--- config.mk ---
export PLATFORM = sky130hd
export DESIGN_NAME = alu_issue_stage
export DESIGN_NICKNAME = d
export VERILOG_FILES = /design/src/rtl/alu_issue_stage.sv
export SDC_FILE = /design/constraint.sdc
export NUM_CORES = 1
export LEC_CHECK = 0
export ABC_AREA = 1
export CAP_MARGIN = 20
export CORE_UTILIZATION = 45
export DETAILED_ROUTE_END_ITERATION = 8
export PLACE_DENSITY_LB_ADDON = 0.12
export SLEW_MARGIN = 30
export SYNTH_ARGS = -nofsm -noshare
export SYNTH_HDL_FRONTEND = slang
export SYNTH_SLANG_ARGS = --single-unit
--- constraint.sdc ---
create_clock -name clk -period 1.5 [get_ports clk]
set_clock_uncertainty 0.15 [all_clocks]
set_input_delay 0.225 -clock clk [delete_from_list [all_inputs] [get_ports clk]]
set_output_delay 0.225 -clock clk [all_outputs]
set_load 0.05 [all_outputs]
--- src/rtl/alu_issue_stage.sv ---
// ID/EX issue stage: decodes a MIPS instruction into ALU control/sign and operands, registered for EX.
// One cycle latency; stall holds the EX register, flush (higher priority) loads a bubble.
module alu_issue_stage (
  input  logic        clk,
  input  logic        reset_n,
  input  logic        in_valid,
  input  logic [31:0] instr,
  input  logic [31:0] rs_data,
  input  logic [31:0] rt_data,
  input  logic        stall,
  input  logic        flush,
  output logic        out_valid,
  output logic [4:0]  alu_ctl,
  output logic        alu_sign,
  output logic [31:0] alu_in_1,
  output logic [31:0] alu_in_2,
  output logic        illegal
);

  localparam logic [4:0] CTL_AND = 5'b00000;
  localparam logic [4:0] CTL_OR  = 5'b00001;
  localparam logic [4:0] CTL_ADD = 5'b00010;
  localparam logic [4:0] CTL_SUB = 5'b00110;
  localparam logic [4:0] CTL_SLT = 5'b00111;
  localparam logic [4:0] CTL_NOR = 5'b01100;
  localparam logic [4:0] CTL_XOR = 5'b01101;
  localparam logic [4:0] CTL_SLL = 5'b10000;
  localparam logic [4:0] CTL_SRL = 5'b11000;
  localparam logic [4:0] CTL_SRA = 5'b11001;

  logic [5:0]  op;
  logic [5:0]  funct;
  logic [4:0]  shamt;
  logic [31:0] sext;
  logic [31:0] zext;
  logic        unused_fields;

  assign op            = instr[31:26];
  assign funct         = instr[5:0];
  assign shamt         = instr[10:6];
  assign sext          = {{16{instr[15]}}, instr[15:0]};
  assign zext          = {16'h0, instr[15:0]};
  assign unused_fields = ^instr[25:16];

  logic [4:0]  dec_ctl;
  logic        dec_sign;
  logic [31:0] dec_in_1;
  logic [31:0] dec_in_2;
  logic        dec_legal;

  always_comb begin
    dec_ctl   = CTL_AND;
    dec_sign  = 1'b0;
    dec_in_1  = rs_data;
    dec_in_2  = rt_data;
    dec_legal = 1'b1;
    if (op == 6'b000000) begin
      case (funct)
        6'b100000: begin dec_ctl = CTL_ADD; dec_sign = 1'b1; end
        6'b100001: dec_ctl = CTL_ADD;
        6'b100010: begin dec_ctl = CTL_SUB; dec_sign = 1'b1; end
        6'b100011: dec_ctl = CTL_SUB;
        6'b100100: dec_ctl = CTL_AND;
        6'b100101: dec_ctl = CTL_OR;
        6'b100110: dec_ctl = CTL_XOR;
        6'b100111: dec_ctl = CTL_NOR;
        6'b101010: begin dec_ctl = CTL_SLT; dec_sign = 1'b1; end
        6'b101011: dec_ctl = CTL_SLT;
        6'b000000: begin dec_ctl = CTL_SLL; dec_in_1 = {27'h0, shamt}; end
        6'b000010: begin dec_ctl = CTL_SRL; dec_in_1 = {27'h0, shamt}; end
        6'b000011: begin dec_ctl = CTL_SRA; dec_in_1 = {27'h0, shamt}; end
        6'b000100: dec_ctl = CTL_SLL;
        6'b000110: dec_ctl = CTL_SRL;
        6'b000111: dec_ctl = CTL_SRA;
        default:   dec_legal = 1'b0;
      endcase
    end else begin
      case (op)
        6'b001000: begin dec_ctl = CTL_ADD; dec_sign = 1'b1; dec_in_2 = sext; end
        6'b001001, 6'b100011, 6'b101011: begin dec_ctl = CTL_ADD; dec_in_2 = sext; end
        6'b001010: begin dec_ctl = CTL_SLT; dec_sign = 1'b1; dec_in_2 = sext; end
        6'b001011: begin dec_ctl = CTL_SLT; dec_in_2 = sext; end
        6'b001100: begin dec_ctl = CTL_AND; dec_in_2 = zext; end
        6'b001101: begin dec_ctl = CTL_OR;  dec_in_2 = zext; end
        6'b001110: begin dec_ctl = CTL_XOR; dec_in_2 = zext; end
        6'b001111: begin dec_ctl = CTL_SLL; dec_in_1 = 32'd16; dec_in_2 = zext; end
        6'b000100, 6'b000101: dec_ctl = CTL_SUB;
        default:   dec_legal = 1'b0;
      endcase
    end
    // Undecodable words carry a clean all-zero control word downstream.
    if (!dec_legal) begin
      dec_ctl  = CTL_AND;
      dec_sign = 1'b0;
      dec_in_1 = 32'h0;
      dec_in_2 = 32'h0;
    end
  end

  logic        valid_q, valid_d;
  logic [4:0]  ctl_q, ctl_d;
  logic        sign_q, sign_d;
  logic [31:0] in_1_q, in_1_d;
  logic [31:0] in_2_q, in_2_d;
  logic        illegal_q, illegal_d;

  always_comb begin
    valid_d   = valid_q;
    ctl_d     = ctl_q;
    sign_d    = sign_q;
    in_1_d    = in_1_q;
    in_2_d    = in_2_q;
    illegal_d = illegal_q;
    if (flush || (!stall && !in_valid)) begin
      valid_d   = 1'b0;
      ctl_d     = 5'b0;
      sign_d    = 1'b0;
      in_1_d    = 32'h0;
      in_2_d    = 32'h0;
      illegal_d = 1'b0;
    end else if (!stall) begin
      valid_d   = 1'b1;
      ctl_d     = dec_ctl;
      sign_d    = dec_sign;
      in_1_d    = dec_in_1;
      in_2_d    = dec_in_2;
      illegal_d = !dec_legal;
    end
  end

  always_ff @(posedge clk or negedge reset_n) begin
    if (!reset_n) begin
      valid_q   <= 1'b0;
      ctl_q     <= 5'b0;
      sign_q    <= 1'b0;
      in_1_q    <= 32'h0;
      in_2_q    <= 32'h0;
      illegal_q <= 1'b0;
    end else begin
      valid_q   <= valid_d;
      ctl_q     <= ctl_d;
      sign_q    <= sign_d;
      in_1_q    <= in_1_d;
      in_2_q    <= in_2_d;
      illegal_q <= illegal_d;
    end
  end

  assign out_valid = valid_q;
  assign alu_ctl   = ctl_q;
  assign alu_sign  = sign_q;
  assign alu_in_1  = in_1_q;
  assign alu_in_2  = in_2_q;
  assign illegal   = illegal_q;

endmodule
==> qor.yml, run 1 <==
status: "completed"
timing.rr.start: "alu_in_1[14]"
worstPathCellList: "clkbuf_2 > nor2_4 > inv_2 > nor2_4 > nor2_4 > nand4_4 > nand2_4 > nor2_4 > clkbuf_16 > nand2_1 > nand2_1"
io_buffers: 162
boundaryPins: 173
irDropWorstVdd_uv: 469.3
clock-root-buffer: "clkbuf_8"
cts_tree: "built"
die_w_microns: 93.88
worstMarginPinSlew_ns: 0.3553
cts_buffer_depth: 2
finalNetCount: 834
syn_nets: 614
async_flop_share: 1.000
required_ns: 1.64
drt_iter0_drc: 200
grt_pass1_vias: 4139
min_delay_path_depth: 5
synth_cells: 513
drive_gt1_frac: 0.2859
slew_violations: 0
grt_pass1_wl_mm: 19.24
routed_wl_mm: 12.71
diodes: 0
grt_max_degree: 28
cp-start-kind: "input pin"
clkSlewWorstSetupHoldPaths_ns: 0.07
worstPathArrival_ns: 1.63
synth_warnings: 0
min_from: "instr[4]"
hp-class: "input pin to register"
clk_latency_ns: 0.35
setup_slack_ns: 0.01220
drv_cap: 0
avgViaCountPerCell: 5.012
placedCellCount: 803
dp_slack_ns: -0.7899
met3_usage: 0.07929
worstRegToRegCells: 3
ant_nets: 0
holdPathEnd: "alu_in_2[4]"
wire_per_inst_microns: 15.08
final_cell_mix: "nand2_1, buf_12, clkdlybuf4s50_1"
ys_seq_area_frac: 0.4743
critPathSlowestCell: "nor2_4"
synth_edf_count: 0
htree_levels: 3
ys_top_cells_by_area: "dfrtp_1, nand2_1, nor2_1, inv_1, o21bai_1"
final_cells: 843
synth_top_cell_by_area: "dfrtp_1"
yosys.cell_types.count: 24
drc: 0
synthFlopType: "dfrtp_1"
vias: 4225
cts_sinks: 72
r2r-end: "alu_in_1[14]"
initial_core_util: 0.4646
fmax_mhz: 672.1
cp_common_cell: "nor2_4"
p_leak_nw: 3.483
cp-end-kind: "register"
critical_path_class: "input pin to register"
critPathMaxFanout: 4
min_period_ns: 1.488
syn_to_final_growth_pct: 86.86
ff2ff_setup_slack_ns: 0.53
final_util: 0.8682
firstDrtPassIters: 5
critical_path_buf_inv_count: 3
cts_buffers: 9
synth_seq_cells: 72
syn_avg_cell_area_sq_um: 7.405
mostFrequentLayoutCell: "nand2_1"
slew_headroom: 0.7631
dp_hpwl_mm: 8.503
rows: 33
powerDensity_mw_per_mm2: 677.5
crit_family: "simple AND/OR/NAND/NOR gates"
die-area_sq_mm: 0.008813
gp_congestion: 0.8523
synth.top_cell.area_share: 0.4743
die_height_microns: 93.88
core_area_sq_mm: 0.008175
grt_use_total: 0.2851
layout_worst_path_cycle_share: 0.9919
grt_overflow_total: 0
grtUsageMet1: 0.3243
finalHoldViolations: 0
finalSetupTns_ns: 0
setup_violations: 0
use_met2: 0.5055
syn-cell-area_sq_mm: 0.003799
antenna_found_initial: 0
top_usage_layer: "met2"
slowest_delay_ns: 0.25
-- state kept, by name, summed over array words and instances, names as in the netlist --
name / count
illegal: 1
alu_in_1: 32
alu_sign: 1
alu_ctl: 5
out_valid: 1
alu_in_2: 32
-- cell type report --
class                   count  area [sq um]
fillers                   442          1077
clock buffers               9         123.9
clock inverters             7         95.09
inverters                  75         301.5
repair buffers            227          2910
flip-flops and latches     72          1802
multi-input cells         348          1734
well taps                 105         131.4
-- power breakdown --
group | total, W | internal, W | leakage [nW] | switching (W)
logic | 0.00107 | 0.000535 | 2.37 | 0.000531
registers | 0.00202 | 0.00198 | 0.999 | 0.0000429
clock network | 0.00172 | 0.000939 | 0.110 | 0.000785
-- cells in the mapped netlist, types with 2 or more instances --
library cell	instances
a21oi_1	2
buf_2	4
buf_4	2
buf_6	4
clkbuf_1	9
dfrtp_1	72
inv_1	69
inv_2	6
nand2_1	168
nand2_2	3
nand3_1	25
nand3_2	4
nand4_1	3
nand4_4	2
nor2_1	82
nor2_2	6
nor2_4	3
nor3_1	5
o21ai_0	13
o21bai_1	27
-- stage by stage --
stage	hold WS, ns	instance area [sq um]	total power, W
4_1_cts	0.1690	6993	0.004778
3_3_place_gp	0.005168	6514	0.003010
6_report	0.1033	7098	0.004809
3_5_place_dp	0.005330	6514	0.003028
2_1_floorplan	-0.2206	3799	0.002425
5_1_grt	0.1254	7098	0.004990
-- per-layer routing --
layer  part of all wire  wire [microns]  vias up
li1                   -               -     1997
met3              0.084            1064       23
met4              0.018             223        0
met5                  0               0        -
met1               0.38            4846     2009
met2               0.52            6579      196
-- worst register-to-register path, delay by kind of cell, from the launching register on --
family,cells,cell delay [ns]
flops,1,0.42
compound gates,1,0.15
buf+inv,1,0.09
simple gates,1,0.04
-- cells by family (layout without fill, tap and decap cells) --
| kind of cell | count (synthesis) | in the layout | share of synthesized area |
|---|---|---|---|
| flops | 72 | 72 | 0.4743 |
| buf+inv | 94 | 318 | 0.1041 |
| simple gates | 302 | 303 | 0.3422 |
| compound gates | 45 | 45 | 0.07938 |
-- worst max-delay path by stage --
stage / end / depth (start not counted) / slack, ns / from
2_1_floorplan: alu_in_1[2] / 9 / 0.01 / instr[27]
3_3_place_gp: alu_in_1[4] / 10 / -0.68 / instr[31]
3_5_place_dp: alu_in_1[4] / 10 / -0.79 / instr[31]
4_1_cts: alu_in_1[4] / 10 / -0.02 / in_valid
5_1_grt: alu_in_2[16] / 11 / -0.05 / instr[2]
6_report: alu_in_2[16] / 11 / 0.01 / instr[31]
-- timing repair --
action                                  4_1_cts  5_1_grt
buffers inserted                             14        8
pin swaps                                    12       17
resized for setup                            38       42
hold buffers                                  1        0
endpoints found under the setup margin       71       71
cloned                                        1        1
hold endpoints to repair                     72        0
Note: power is estimated with default switching activity, not from simulation.
==> inputs of run 2 (changes only) <==
--- a/config.mk
+++ b/config.mk
@@ -7,8 +7,10 @@
 export LEC_CHECK = 0
 export ABC_AREA = 1
 export CAP_MARGIN = 20
+export CORE_ASPECT_RATIO = 0.9
 export CORE_UTILIZATION = 45
 export DETAILED_ROUTE_END_ITERATION = 8
+export GPL_TIMING_DRIVEN = 0
 export PLACE_DENSITY_LB_ADDON = 0.12
 export SLEW_MARGIN = 30
 export SYNTH_ARGS = -nofsm -noshare
==> qor.yml, run 2 (same netlist as run 1, synthesis figures left out) <==
cts_buffers: 9  # unchanged
layout_worst_path_cycle_share: 0.9868  # was 0.9919
finalHoldViolations: 0  # unchanged
worstPathArrival_ns: 1.11  # was 1.63 ns
die-area_sq_mm: 0.008813  # about the same
firstDrtPassIters: 5  # unchanged
worstPathCellList: "clkdlybuf4s15_2"  # was clkbuf_2 > nor2_4 > inv_2 > nor2_4 > nor2_4 > nand4_4 > nand2_4 > nor2_4 > clkbuf_16 > nand2_1 > nand2_1
cts_tree: "built"  # unchanged
swShare: 0.2754  # was 0.2826
ant_nets: 0  # unchanged
wire_per_inst_microns: 14.26  # was 15.08 microns
antenna_found_initial: 0  # unchanged
avgViaCountPerCell: 4.937  # was 5.012
drv_cap: 0  # unchanged
cp-start-kind: "register"  # was input pin
power_frac_clock: 0.376  # was 0.358
slowest_delay_ns: 0.40  # was 0.25 ns
die_w_microns: 98.85  # was 93.88 microns
clk_latency_ns: 0.34  # was 0.35 ns
switching_power_w: 0.001272  # was 0.001359 W
hp-class: "input pin to register"  # unchanged
grt_use_total: 0.2643  # was 0.2851
drc: 0  # unchanged
die_height_microns: 89.16  # was 93.88 microns
critical_path_buf_inv_count: 1  # was 3
clock-root-buffer: "clkbuf_8"  # unchanged
place_area_sq_mm: 0.005569  # was 0.006514 sq mm
critical_path_class: "register to primary output"  # was input pin to register
boundaryPins: 173  # unchanged
cp-end-kind: "primary output"  # was register
p_leak_nw: 3.037  # was 3.483 nW
syn_to_final_growth_pct: 59.98  # was 86.86%
critPathMaxFanout: 2  # was 4
grt_overflow_total: 0  # unchanged
worstMarginPinSlew_ns: 0.4187  # was 0.3553 ns
final_cell_mix: "nand2_1, clkdlybuf4s50_1, nor2_1"  # was nand2_1, buf_12, clkdlybuf4s50_1
cts_sinks: 72  # unchanged
grt_pass1_vias: 3930  # was 4,139
gp_congestion: 0.8133  # was 0.8523
min_period_ns: 1.480  # was 1.488 ns
mostFrequentLayoutCell: "nand2_1"  # unchanged
irDropWorstVdd_uv: 692.8  # was 469.3 uV
required_ns: 1.12  # was 1.64 ns
slew_violations: 0  # unchanged
grt_max_degree: 45  # was 28
cell_internal_pwr_w: 0.003346  # was 0.003450 W
drive_gt1_frac: 0.2486  # was 0.2859
critPathSlowestCell: "clkdlybuf4s15_2"  # was nor2_4
drt_iter0_drc: 166  # was 200
htree_levels: 3  # unchanged
fmax_mhz: 675.6  # was 672.1 MHz
dp_slack_ns: -0.7868  # was -0.7899 ns
status: "completed"  # unchanged
rows: 31  # was 33
slew_headroom: 0.7208  # was 0.7631
pwr-share-comb: 0.192  # was 0.222
diodes: 0  # unchanged
setup_violations: 0  # unchanged
seqPwrFrac: 0.432  # was 0.420
postLayoutCellArea_sq_mm: 0.006077  # was 0.007098 sq mm
routed_wl_mm: 11.56  # was 12.71 mm
finalNetCount: 808  # was 834
io_buffers: 162  # unchanged
crit_family: "buffers and inverters"  # was simple AND/OR/NAND/NOR gates
vias: 4004  # was 4,225
setup_slack_ns: 0.01986  # was 0.01220 ns
initial_core_util: 0.4686  # was 0.4646
clkSlewWorstSetupHoldPaths_ns: 0.08  # was 0.07 ns
cts_buffer_depth: 2  # unchanged
powerDensity_mw_per_mm2: 759.9  # was 677.5 mW/mm^2
core_area_sq_mm: 0.008107  # was 0.008175 sq mm
dp_hpwl_mm: 7.964  # was 8.503 mm
grt_pass1_wl_mm: 17.95  # was 19.24 mm
run 2: cell types whose count changed in the layout (fill, tap and decap cells not counted), sizes merged:
cell and delta:
nor2 -1, buf -89, clkdlybuf4s18 +10, dlygate4sd2 -1
inv -1, clkdlybuf4s15 +48, clkinvlp +1, clkinv -2
clkdlybuf4s50 +1, dlymetal6s2s -1, clkbuf +9
run 2: final timing paths:
path	startpoint	end	slack, ns	depth (start not counted)
max in group asynchronous	reset_n	alu_in_1[30]	0.43	3
setup reg to reg	alu_in_1[29]	alu_in_1[29]	0.57	3
hold / removal	stall	alu_ctl[4]	0.02	2
setup / recovery	alu_in_2[15]	alu_in_2[15]	0.02	1
min in group asynchronous	reset_n	alu_in_2[6]	0.21	2
hold reg to reg	alu_in_2[30]	alu_in_2[30]	0.33	2
run 2: timing repair:
| action | CTS | global route |
|---|---|---|
| hold buffers | 1 | 0 |
| resized for setup | 269 | 78 |
| hold endpoints to repair | 28 | 0 |
| buffers inserted | 15 | 1 |
| gates cloned | 3 | 0 |
| setup endpoints to repair | 143 | 94 |
| pin swaps | 13 | 15 |
run 2: through the flow:
stage	hold WS (ns)	total power, W	TNS (ns)	util	instances
floorplan	-0.2206	0.002425	0	-	513
global placement	0.3109	0.002847	-226.29	0.6839	774
detailed placement	0.03828	0.002869	-49.53	0.6870	775
CTS	0.1754	0.004636	0	0.7563	810
global route	0.01958	0.004794	-0.006382	0.7497	811
finish	0.01570	0.004618	0	0.7497	811
run 2: layout make-up:
type / instances / area [sq um]
tap: 99 / 123.9
buffer: 19 / 163.9
clock buffer: 11 / 141.4
sequential: 72 / 1802
fill: 645 / 2029
timing repair buffer: 183 / 1758
inverter: 75 / 284.0
clock inverter: 5 / 80.08
multi-input combinational: 347 / 1724
run 2: power by group through the flow:
stage               Combinational (W)  Sequential [W]  Clock, W
finish                       0.000886         0.00200   0.00174
global route                 0.000962         0.00200   0.00183
CTS                          0.000876         0.00200   0.00176
detailed placement           0.000835         0.00203         0
global placement             0.000814         0.00203         0
floorplan                    0.000258         0.00217         0
run 2: worst reg2reg max path, cell delays in order (launching register included):
cell,delay [ns]
dfrtp_1,0.40
inv_1,0.08
nor2_1,0.04
o21bai_1,0.15
run 2: per-layer routing:
metal  wire (microns)  GRT usage  up-vias  share of wire
met5                0          0        -              0
met2             5833     0.4857      151           0.50
li1                 -          -     1944              -
met1             4700     0.3052     1882           0.41
met4              337     0.1153        0          0.029
met3              690    0.05160       27          0.060
